===== src/rtl/rng_address_sched_pkg.sv =====
// Shared definitions for the rng_address scheduler: FSM encoding and default width.
package rng_address_sched_pkg;

    localparam int W_DEFAULT = 16;

    typedef enum logic [2:0] {
        S_IDLE   = 3'd0,
        S_ARM    = 3'd1,
        S_LAUNCH = 3'd2,
        S_WAIT   = 3'd3,
        S_DONE   = 3'd4
    } state_t;

endpackage


===== src/rtl/rng_address_sched_rr_arbiter.sv =====
// Combinational round-robin pick: first set request at or after ptr, wrapping.
module rng_address_sched_rr_arbiter #(
    parameter int NUM_REQ = 4,
    parameter int ID_W    = 2
) (
    input  logic [NUM_REQ-1:0] req,
    input  logic [ID_W-1:0]    ptr,
    output logic [ID_W-1:0]    grant_id,
    output logic               grant_vld
);

    logic [ID_W-1:0] idx;

    always_comb begin
        grant_vld = 1'b0;
        grant_id  = '0;
        idx       = '0;
        for (int k = 0; k < NUM_REQ; k++) begin
            idx = ID_W'((int'(ptr) + k) % NUM_REQ);
            if (!grant_vld && req[idx]) begin
                grant_vld = 1'b1;
                grant_id  = idx;
            end
        end
    end

endmodule


===== src/rtl/rng_address_sched.sv =====
// Shares one repeated-subtraction reduction unit between NUM_REQ requesters,
// re-arming it per job and guarding against count==0 and runaway iteration.
module rng_address_sched
    import rng_address_sched_pkg::*;
#(
    parameter  int NUM_REQ    = 4,
    parameter  int W          = W_DEFAULT,
    parameter  int MAX_CYCLES = 1024,
    localparam int ID_W       = $clog2(NUM_REQ),
    localparam int CNT_W      = $clog2(MAX_CYCLES) + 1
) (
    input  logic                 clock,
    input  logic                 rst,
    input  logic [NUM_REQ-1:0]   req,
    input  logic [NUM_REQ*W-1:0] req_count,
    input  logic [NUM_REQ*W-1:0] req_which,
    output logic                 resp_valid,
    output logic [ID_W-1:0]      resp_id,
    output logic [W-1:0]         resp_addr,
    output logic                 resp_err,
    output logic                 busy,
    output logic                 ru_nrst,
    output logic                 ru_start,
    output logic [W-1:0]         ru_count,
    output logic [W-1:0]         ru_which,
    input  logic [W-1:0]         ru_addr,
    input  logic                 ru_done
);

    state_t              state, state_nxt;
    logic [ID_W-1:0]     rr_ptr;
    logic [ID_W-1:0]     id_q;
    logic                skip_q;
    logic [CNT_W-1:0]    cyc_cnt;
    logic [NUM_REQ-1:0]  req_masked;
    logic [ID_W-1:0]     grant_id;
    logic                grant_vld;
    logic [W-1:0]        grant_count;
    logic [W-1:0]        grant_which;
    logic                timeout;

    // The just-served requester may still hold req for one cycle; hide it then.
    assign req_masked  = skip_q ? (req & ~(NUM_REQ'(1) << id_q)) : req;
    assign grant_count = req_count[int'(grant_id)*W +: W];
    assign grant_which = req_which[int'(grant_id)*W +: W];
    assign timeout     = (cyc_cnt == CNT_W'(MAX_CYCLES - 1));

    assign busy     = (state != S_IDLE);
    assign ru_nrst  = !(rst || (state == S_ARM));
    assign ru_start = (state == S_LAUNCH);

    rng_address_sched_rr_arbiter #(
        .NUM_REQ (NUM_REQ),
        .ID_W    (ID_W)
    ) u_rr_arbiter (
        .req       (req_masked),
        .ptr       (rr_ptr),
        .grant_id  (grant_id),
        .grant_vld (grant_vld)
    );

    always_comb begin
        state_nxt = state;
        unique case (state)
            S_IDLE:   if (grant_vld) state_nxt = (grant_count == '0) ? S_DONE : S_ARM;
            S_ARM:    state_nxt = S_LAUNCH;
            S_LAUNCH: state_nxt = S_WAIT;
            S_WAIT:   if (ru_done || timeout) state_nxt = S_DONE;
            S_DONE:   state_nxt = S_IDLE;
            default:  state_nxt = S_IDLE;
        endcase
    end

    always_ff @(posedge clock) begin
        if (rst) begin
            state      <= S_IDLE;
            rr_ptr     <= '0;
            id_q       <= '0;
            skip_q     <= 1'b0;
            cyc_cnt    <= '0;
            resp_valid <= 1'b0;
            resp_id    <= '0;
            resp_addr  <= '0;
            resp_err   <= 1'b0;
            ru_count   <= '0;
            ru_which   <= '0;
        end else begin
            state      <= state_nxt;
            resp_valid <= 1'b0;
            skip_q     <= (state == S_DONE);
            case (state)
                S_IDLE: begin
                    if (grant_vld) begin
                        id_q     <= grant_id;
                        ru_count <= grant_count;
                        ru_which <= grant_which;
                        // A zero divisor would never terminate in the unit; answer directly.
                        if (grant_count == '0) begin
                            resp_valid <= 1'b1;
                            resp_id    <= grant_id;
                            resp_addr  <= '0;
                            resp_err   <= 1'b1;
                        end
                    end
                end
                S_LAUNCH: cyc_cnt <= '0;
                S_WAIT: begin
                    if (cyc_cnt != '1) cyc_cnt <= cyc_cnt + 1'b1;
                    if (ru_done) begin
                        resp_valid <= 1'b1;
                        resp_id    <= id_q;
                        resp_addr  <= ru_addr;
                        resp_err   <= 1'b0;
                    end else if (timeout) begin
                        resp_valid <= 1'b1;
                        resp_id    <= id_q;
                        resp_addr  <= '0;
                        resp_err   <= 1'b1;
                    end
                end
                S_DONE: rr_ptr <= ID_W'((int'(id_q) + 1) % NUM_REQ);
                default: ;
            endcase
        end
    end

endmodule


===== config.mk =====
export PLATFORM = sky130hd
export DESIGN_NAME = rng_address_sched
export DESIGN_NICKNAME = d
export VERILOG_FILES = /design/src/rtl/rng_address_sched_pkg.sv /design/src/rtl/rng_address_sched_rr_arbiter.sv /design/src/rtl/rng_address_sched.sv
export SDC_FILE = /design/constraint.sdc
export NUM_CORES = 1
export LEC_CHECK = 0
export ABC_AREA = 1
export ABC_CLOCK_PERIOD_IN_PS = 6920
export CORE_MARGIN = 2
export CORE_UTILIZATION = 44
export DETAILED_ROUTE_END_ITERATION = 10
export PLACE_DENSITY = 0.86
export SLEW_MARGIN = 10
export SYNTH_ARGS = -nofsm -noshare
export SYNTH_HDL_FRONTEND = slang
export SYNTH_HIERARCHICAL = 1
export SYNTH_SLANG_ARGS = --single-unit

===== constraint.sdc =====
create_clock -name clock -period 6.92 [get_ports clock]
set_input_delay 1.384 -clock clock [delete_from_list [all_inputs] [get_ports clock]]
set_output_delay 1.384 -clock clock [all_outputs]
set_load 0.005 [all_outputs]

**After elaboration in Yosys (flattened, before gate mapping)**

Index checks and enable logic that the tools add are counted.

- Equal/unequal tests: 11
- Bitwise gates (word level): 2
- Shift-type cells: 3
- Reduce and logical (&&, ||, !) cells: 18
- $lt $le $gt $ge: 4
- $add $sub $neg: 5
- Muxes and demuxes: 43

Operators by type and width:

| cell | count |
|---|---|
| $shiftx 64x7->16 | 2 |
| $mux 16 | 4 |
| $pmux 16 s2 | 1 |
| $pmux 11 s2 | 1 |
| $logic_not 16->1 | 1 |
| $mux 1 | 16 |
| $mux 2 | 8 |
| $lt 2x3->1 const B | 4 |
| $pmux 3 s4 | 1 |
| $add 11x1->11 const B | 1 |
| $eq 11x10->1 const B | 1 |
| $mux 11 | 1 |
| $ne 11x11->1 const B | 1 |
| $mux 3 | 3 |
| $bmux 1 s2 | 4 |
| $ne 2x2->1 const B | 4 |
| $eq 3x2->1 const B | 2 |
| $reduce_and 2->1 | 3 |
| $add 2x1->2 const B | 2 |
| $add 2x2->2 const B | 2 |
| $and 4x4->4 | 1 |
| $logic_not 1->1 | 4 |
| $mux 4 | 1 |
| $not 4->4 | 1 |
| 12 further kinds | 17 |

- Word-level logic and storage cells: 97
- Output and inout bits: 55
- Bits in registers: 71
- Input bits: 151

**Logic depth before layout (Yosys ltp)**

- Depth in word-level cells: 21
- Mapped depth: 27
- Gate-level depth less buffers: 25

**Modules after synthesis**

Netlist, hierarchy kept.

By module, submodules not included:

| module | instances | area each (um^2) | seq. area each (um^2) | cells an instance |
|---|---|---|---|---|
| rng_address_sched | 1 | 3,866.2 | 1,421.4 | 602 |
| rng_address_sched_rr_arbiter | 1 | 319.1 | 0.0 | 59 |

**Worst setup path after synthesis**

Ideal clock, no wire load.

- Path type: input -> register
- Start point: input port req[2]
- End point: register resp_id[0]
- Data arrival time: 3.448 ns
- Stages: 23
- Buffers on the path: 3
- Data required time: 6.805 ns
- Setup slack: 3.357 ns
- Setup time: 0.115 ns
- Cell sequence: a21boi_0 inv_1 nand2_1 nand3_2 nand2_4 nor2_1 nor2_2 nand2_1 nand2_1 inv_1 buf_2 buf_4 nand2_1 nand3_1 nand2_1 nand2_1 nor2_1 nand2_1 nor2_2 nand2_2 buf_6 a21oi_1 nor2_1

- Cells in the longest elaborated chain, start to end: 18
- Elaborated cells on any way between the ends: 32
- Classes of those cells: 2 x eq/ne; 1 x shift; 20 x mux; 1 x bitwise; 8 x reduce/logical

Ends and longest elaborated chain:

| element | RTL line | RTL |
|---|---|---|
| start: declaration | rng_address_sched.sv:14 | `input logic [NUM_REQ-1:0] req,` |
| $and 4x4->4 | rng_address_sched.sv:43 | `assign req_masked = skip_q ? (req & ~(NUM_REQ'(1) << id_q)) : req;` |
| $mux 4 (*) | rng_address_sched.sv:43 |  |
| $bmux 1 s2 | rng_address_sched_rr_arbiter.sv:20 | `if (!grant_vld && req[idx]) begin` |
| $mux 1 (implied by the code) | rng_address_sched_rr_arbiter.sv:20 |  |
| $mux 1 | rng_address_sched_rr_arbiter.sv:20 |  |
| $logic_not 1->1 | rng_address_sched_rr_arbiter.sv:20 |  |
| $logic_and 1x1->1 | rng_address_sched_rr_arbiter.sv:20 |  |
| $mux 1 | rng_address_sched_rr_arbiter.sv:20 |  |
| [3 not listed] | - |  |
| $logic_not 1->1 | rng_address_sched_rr_arbiter.sv:20 |  |
| $logic_and 1x1->1 | rng_address_sched_rr_arbiter.sv:20 |  |
| $mux 2 (*) | rng_address_sched_rr_arbiter.sv:20 |  |
| via grant_id[0] | rng_address_sched.sv:36 | `logic [ID_W-1:0] grant_id;` |
| $shiftx 64x7->16 | rng_address_sched.sv:44 | `assign grant_count = req_count[int'(grant_id)*W +: W];` |
| $logic_not 16->1 | rng_address_sched.sv:98 | `if (grant_count == '0) begin` |
| $ne 2x2->1 (no source line) | - |  |
| $reduce_and 4->1 (no source line) | - |  |
| end signal: assignment | rng_address_sched.sv:100 | `resp_id <= grant_id;` |
| end signal: assignment | rng_address_sched.sv:111 | `resp_id <= id_q;` |
| end signal: assignment | rng_address_sched.sv:116 | `resp_id <= id_q;` |
| end: declaration | rng_address_sched.sv:18 | `output logic [ID_W-1:0] resp_id,` |

The timed path passes the listed nets; every way through them passes the cells marked *. The select of a mux whose other input is x is not followed.
A chain may end at the register's enable or synchronous reset.

**Worst setup path in the final report**

- Start point: input port rst
- End point: output port ru_nrst

- Cells in the longest elaborated chain, start to end: 2

Ends and longest elaborated chain:

| element | RTL line | RTL |
|---|---|---|
| start: declaration | rng_address_sched.sv:13 | `input logic rst,` |
| $logic_or 1x1->1 | rng_address_sched.sv:49 | `assign ru_nrst = !(rst \|\| (state == S_ARM));` |
| $logic_not 1->1 | rng_address_sched.sv:49 |  |
| end: declaration | rng_address_sched.sv:22 | `output logic ru_nrst,` |

No other way between the ends.

==> flow_metrics.env <==
export IMPL_syn_cell_area_um2=4185
export IMPL_routed_wl_um=14050
export IMPL_finalPower_mw=1.383
export IMPL_avgSynthCellArea_um2=6.332
export IMPL_drv_cap=0
export IMPL_clkPwrFrac_pct=22.1
export IMPL_gr_total_overflow=0
export IMPL_clk_pin_slew_ns=0.07
export IMPL_post_cts_buffers=0
export IMPL_final_period_utilization_pct=71.01
export IMPL_path_class="in -> out"
export IMPL_holdBufCountCts=0
export IMPL_synthCells=661
export IMPL_clock_latency_ns=0.34
export IMPL_multi_input_area_um2=2365
export IMPL_pre_cts_ws_ns=1.958
export IMPL_tns_ns=0
export IMPL_hold_class="reg -> reg"
export IMPL_synth_cell_types=33
export IMPL_worstPathMaxFanout=43
export IMPL_synthesis_nets=817
export IMPL_grt_max_degree=66
export IMPL_seq_area_frac_synth_pct=33.96
export IMPL_switchingPower_mw=0.4713
export IMPL_vias=5048
export IMPL_n_fill_cell=739
export IMPL_ys_seq_elements=71
export IMPL_syn_to_final_growth_pct=53.06
export IMPL_worst_pin_slew_ns=0.9926
export IMPL_ys_warn_count=6
export IMPL_finalHoldViolCount=0
export IMPL_io_buffers=205
export IMPL_relSlewSlack_pct=33.58
export IMPL_critPathArrivalTime_ns=3.53
export IMPL_grt_pass1_vias=5003
export IMPL_mostFrequentLayoutCell="clkdlybuf4s50_1"
export IMPL_cellPowerDensity_nw_per_um2=215.9
export IMPL_path_cells="clkdlybuf4s50_1 > inv_1 > buf_4 > nand2_1 > inv_1 > clkdlybuf4s50_1"
export IMPL_grt_pass1_wl_um=22760
export IMPL_final_antenna_net_count=0
export IMPL_dieHeight_um=101.5
export IMPL_cp_end_kind="output pin"
export IMPL_mostFrequentLayoutCells="clkdlybuf4s50_1, nand2_1, nor2_1"
export IMPL_setup_viol=0
export IMPL_ctsResizeCount=0
export IMPL_drc=0
export IMPL_coreArea_um2=9240
export IMPL_dr_first_iter_drc_count=186
export IMPL_rsz0062_at_grt="false"
export IMPL_nNetsFinal=996
export IMPL_cts_buffers_inserted=9
export IMPL_max_vdd_ir_drop_mv=0.1352
export IMPL_layout_drive_gt1_share_pct=5.450
export IMPL_rows=35
export IMPL_htreeDepth=3
export IMPL_clock_fmax_mhz=203.5
export IMPL_swShare_pct=34.08
export IMPL_critical_path_slowest_cell="clkdlybuf4s50_1"
export IMPL_fin_area_um2=6406
export IMPL_die_w_um=101.5
export IMPL_place_congestion=0.8753
export IMPL_cts_max_path_buffers=2
export IMPL_cts_root_buf="clkbuf_8"
export IMPL_antenna_cells=0
export IMPL_seq_area_um2=1421
export IMPL_cts_tree="yes"
export IMPL_crit_path_start_kind="input port"
export IMPL_clock_sinks=71
export IMPL_wl_per_cell_um=14.44
export IMPL_status="finished, final reports clean"
export IMPL_ios=206
export IMPL_die_area_um2=10310
export IMPL_pwr_share_comb_pct=40.5
export IMPL_firstDrtPassIters=5
export IMPL_critical_path_top_delay_family="buffers and inverters"
export IMPL_fin_hold_ws_ns=0.4773
export IMPL_grt_use_total_pct=27.66
export IMPL_maxSlewViolCount=0
export IMPL_pwr_share_seq_pct=37.4
export IMPL_antenna_found_initial=0
export IMPL_skew_ns=0.007108
export IMPL_initial_core_util_pct=45.29
export IMPL_vias_per_cell=5.188
export IMPL_place_detailed_hpwl_um=10720
export IMPL_finalCriticalPeriod_ns=4.914
export IMPL_timing_final_ws_setup_ns=2.006
export IMPL_cp_required_ns=5.54
export IMPL_power_internal_mw=0.9115
export IMPL_cpPeakStageDelay_ns=0.88
export IMPL_worst_path_buf_inv=5
export IMPL_post_dp_cell_area_um2=6228
export IMPL_p_leak_nw=2.683
stage by stage:
stage	cells	util, %
floorplan	661	-
global placement	958	67.41
detailed placement	958	67.41
CTS	973	69.33
global route	973	69.33
finish	973	69.33
tightest hold or removal path, stage by stage, from the launching register on:
cell and delay (ns):
dfxtp_1 0.31, inv_1 0.06, a21oi_1 0.06
registers in the layout, summed over array words and instances, names as in the netlist:
register and flops:
state 3, rr_ptr 2, cyc_cnt 11, id_q 2
resp_id 2, resp_valid 1, resp_addr 16, resp_err 1
skip_q 1, ru_which 16, ru_count 16
routing by layer:
layer / wire length [um] / GRT usage (%) / share of wire, %
met5: 0 / 0 / 0
met4: 391 / 10.08 / 2.8
met3: 935 / 7.453 / 6.7
met2: 7349 / 50.81 / 52
met1: 5376 / 30.30 / 38
Yosys cell counts:
cell type,n,area (um^2)
a211oi_1,1,7.510
a21boi_0,4,30.03
a21oi_1,35,175.2
a31oi_1,7,43.79
and3_1,1,6.260
buf_1,2,7.510
buf_2,10,50.05
buf_4,5,37.54
buf_6,3,33.78
clkbuf_1,21,78.83
clkinv_1,1,3.750
dfxtp_1,71,1421
ha_1,5,62.56
inv_1,48,180.2
inv_2,4,15.01
nand2_1,169,634.4
nand2_2,11,68.82
nand2_4,3,33.78
nand3_1,65,325.3
nand3_2,3,30.03
nand3b_1,1,7.510
nand4_1,7,43.79
nor2_1,85,319.1
nor2_2,2,12.51
nor2_4,1,11.26
nor3_1,5,25.02
o211ai_1,16,120.1
o21a_1,1,7.510
o21ai_0,58,290.3
o21ai_1,1,5.000
o21bai_1,3,22.52
o22ai_1,10,62.56
or2_2,2,12.51
cell type report:
class / count / area share (%)
flip-flops and latches: 71 / 22.19
inverters: 53 / 3.105
repair buffers: 209 / 32.50
clock inverters: 5 / 0.7813
clock buffers: 10 / 1.992
well taps: 129 / 2.520
multi-input cells: 496 / 36.91
cells by family (layout without fill, tap and decap cells):
family                     after synthesis  after routing  share of synthesized area, %
AOI/OAI and AO/OA                      136            136                         18.27
adders and majority gates                5              5                         1.495
buffers and inverters                   94            277                         9.716
DFF                                     71             71                         33.96
and+or+nand+nor                        355            355                         36.56
worst paths after layout:
path | from | to | slack [ns] | cells after the start
max | rst | ru_nrst | 2.01 | 6
min | cyc_cnt[10] | cyc_cnt[10] | 0.48 | 2
max reg2reg | id_q[0] | resp_addr[4] | 3.04 | 21
min reg2reg | cyc_cnt[10] | cyc_cnt[10] | 0.48 | 2
power groups by stage:
stage                     clock network [mW]  registers (mW)  logic [mW]
after floorplan                            0           0.523       0.272
after global placement                     0           0.521       0.546
after detailed placement                   0           0.524       0.557
after CTS                              0.310           0.517       0.562
after global routing                   0.329           0.524       0.620
final                                  0.306           0.517       0.560
No activity file was read; power rests on OpenSTA's default activity.
==> RTL edit (config.mk and constraints unchanged) <==
`MAX_CYCLES`: 1024 -> 512.
--- a/src/rtl/rng_address_sched.sv
+++ b/src/rtl/rng_address_sched.sv
@@ -6,5 +6,5 @@
     parameter  int NUM_REQ    = 4,
     parameter  int W          = W_DEFAULT,
-    parameter  int MAX_CYCLES = 1024,
+    parameter  int MAX_CYCLES = 512,
     localparam int ID_W       = $clog2(NUM_REQ),
     localparam int CNT_W      = $clog2(MAX_CYCLES) + 1
Behaviour: no difference found for any inputs over 4 cycles, from zero or initial values and one cycle with rst high; that may be too few to reach the edited logic, so the function may still have changed.
==> RTL edit against the original RTL <==
- sequential power decreased by 1%
- power grew 6.2%
- final cell count decreased by 2.3%
- global-route usage decreased by 1.8 points
- wire length decreased by 5.5%
- clock skew up 0.0045 ns
- setup slack improved by 0.12 ns
- count of clock-buffer cells in the layout is the same
- area after synthesis down 1.7%
- design area is 0.25% lower
- sequential cell count fell by 1
- largest power group unchanged
==> RTL edit: results (changes against the original RTL) <==
GRT:
- The first-pass GRT wire length is 21,200 microns (-6.8%).
- The via count of the first global-routing pass is 4,811 (-3.8%).
- The met3 routing resource usage after global routing is 6.24% (-1.2 points).
- The global routing met2 resource utilization is 47.3% (-3.5 points).
- The met1 global-route usage is 28.5% (-1.8 points).

Yosys:
- The post-synthesis compound-gate area fraction is 18.2% (-0.11 points).
- The count of cell types in the netlist is 29 (-12%).
- Yosys attributes the largest share of cell area to sky130_fd_sc_hd__dfxtp_1, sky130_fd_sc_hd__nand2_1, sky130_fd_sc_hd__nor2_1.
- The sequential fraction of the synthesis area came to 34.1% (+0.092 points).
- The number of instances in the synthesized netlist is 654 (-1.1%).

Route:
- The total length of routed met2 wires is 6720 microns (-8.6%).
- The via-per-instance ratio is 5.21 (+0.45%).
- The number of DRC markers after the initial detailed-route iteration is 275 (+48%).
- The detailed-routing wirelength on met1 is 5220 microns (-3.0%).
- The length of routed met3 wiring is 947 microns (+1.3%).

Critical path:
- The maximum single-stage delay on the critical path was 0.82 ns (-0.06 ns).
- The internal reg-to-reg setup slack is 3.15 ns (+0.11 ns).

Power:
- The combinational gate power is 0.000555 W (-0.9%).
- The leakage power figure is 2.72 nW (+1.5%).
- The maximum ir drop on the vdd rail came to 112 uV (-17%).
- The sequential group power is 0.000512 W (-1%).

Placement:
- The worst slack after detailed placement is 2.02 ns (+0.0610 ns).
- The cell area reported after detailed placement is 0.00614 sq mm (-1.4%).
- The HPWL reported at the end of detailed placement is 9910 microns (-7.5%).

Status:
- The run finished with clean final reports.

Finish:
- The number of inserted filler cells in the final layout is 744 (+0.68%).
- The number of nets in the finished design is 991 (-0.50%).

Timing:
- The setup clock skew after layout is 0.0116 ns (+0.00446 ns).
- The worst hold slack is 0.454 ns (-0.0233 ns).
==> RTL edit: cell count changes after synthesis, sizes merged, moves of 2 or more <==
| cell | change |
|---|---|
| a31oi | +3 |
| nor2 | +2 |
| or2 | -2 |
| o21ai | +5 |
| nand3 | -7 |
| a21oi | -4 |
| inv | +4 |
| nand3b | +2 |
| nand4 | -3 |
| o21bai | -2 |
| nand2 | +5 |
| o22ai | -3 |
==> RTL edit: area by class of cell <==
cell class | instances | area [sq um] | area share [%]
clock inverter | 6 | 109 | 1.70
multi-input combinational | 489 | 2310 | 36.2
timing repair buffer | 209 | 2080 | 32.6
inverter | 56 | 210 | 3.29
sequential | 70 | 1400 | 21.9
clock buffer | 10 | 138 | 2.15
tap | 111 | 139 | 2.17
==> RTL edit: path summary, 6_finish.rpt <==
check / startpoint / to / cells past startpoint
hold reg to reg: cyc_cnt[5] / cyc_cnt[5] / 2
setup reg to reg: id_q[0] / resp_addr[7] / 21
setup / recovery: rst / ru_nrst / 6
hold / removal: cyc_cnt[5] / cyc_cnt[5] / 2
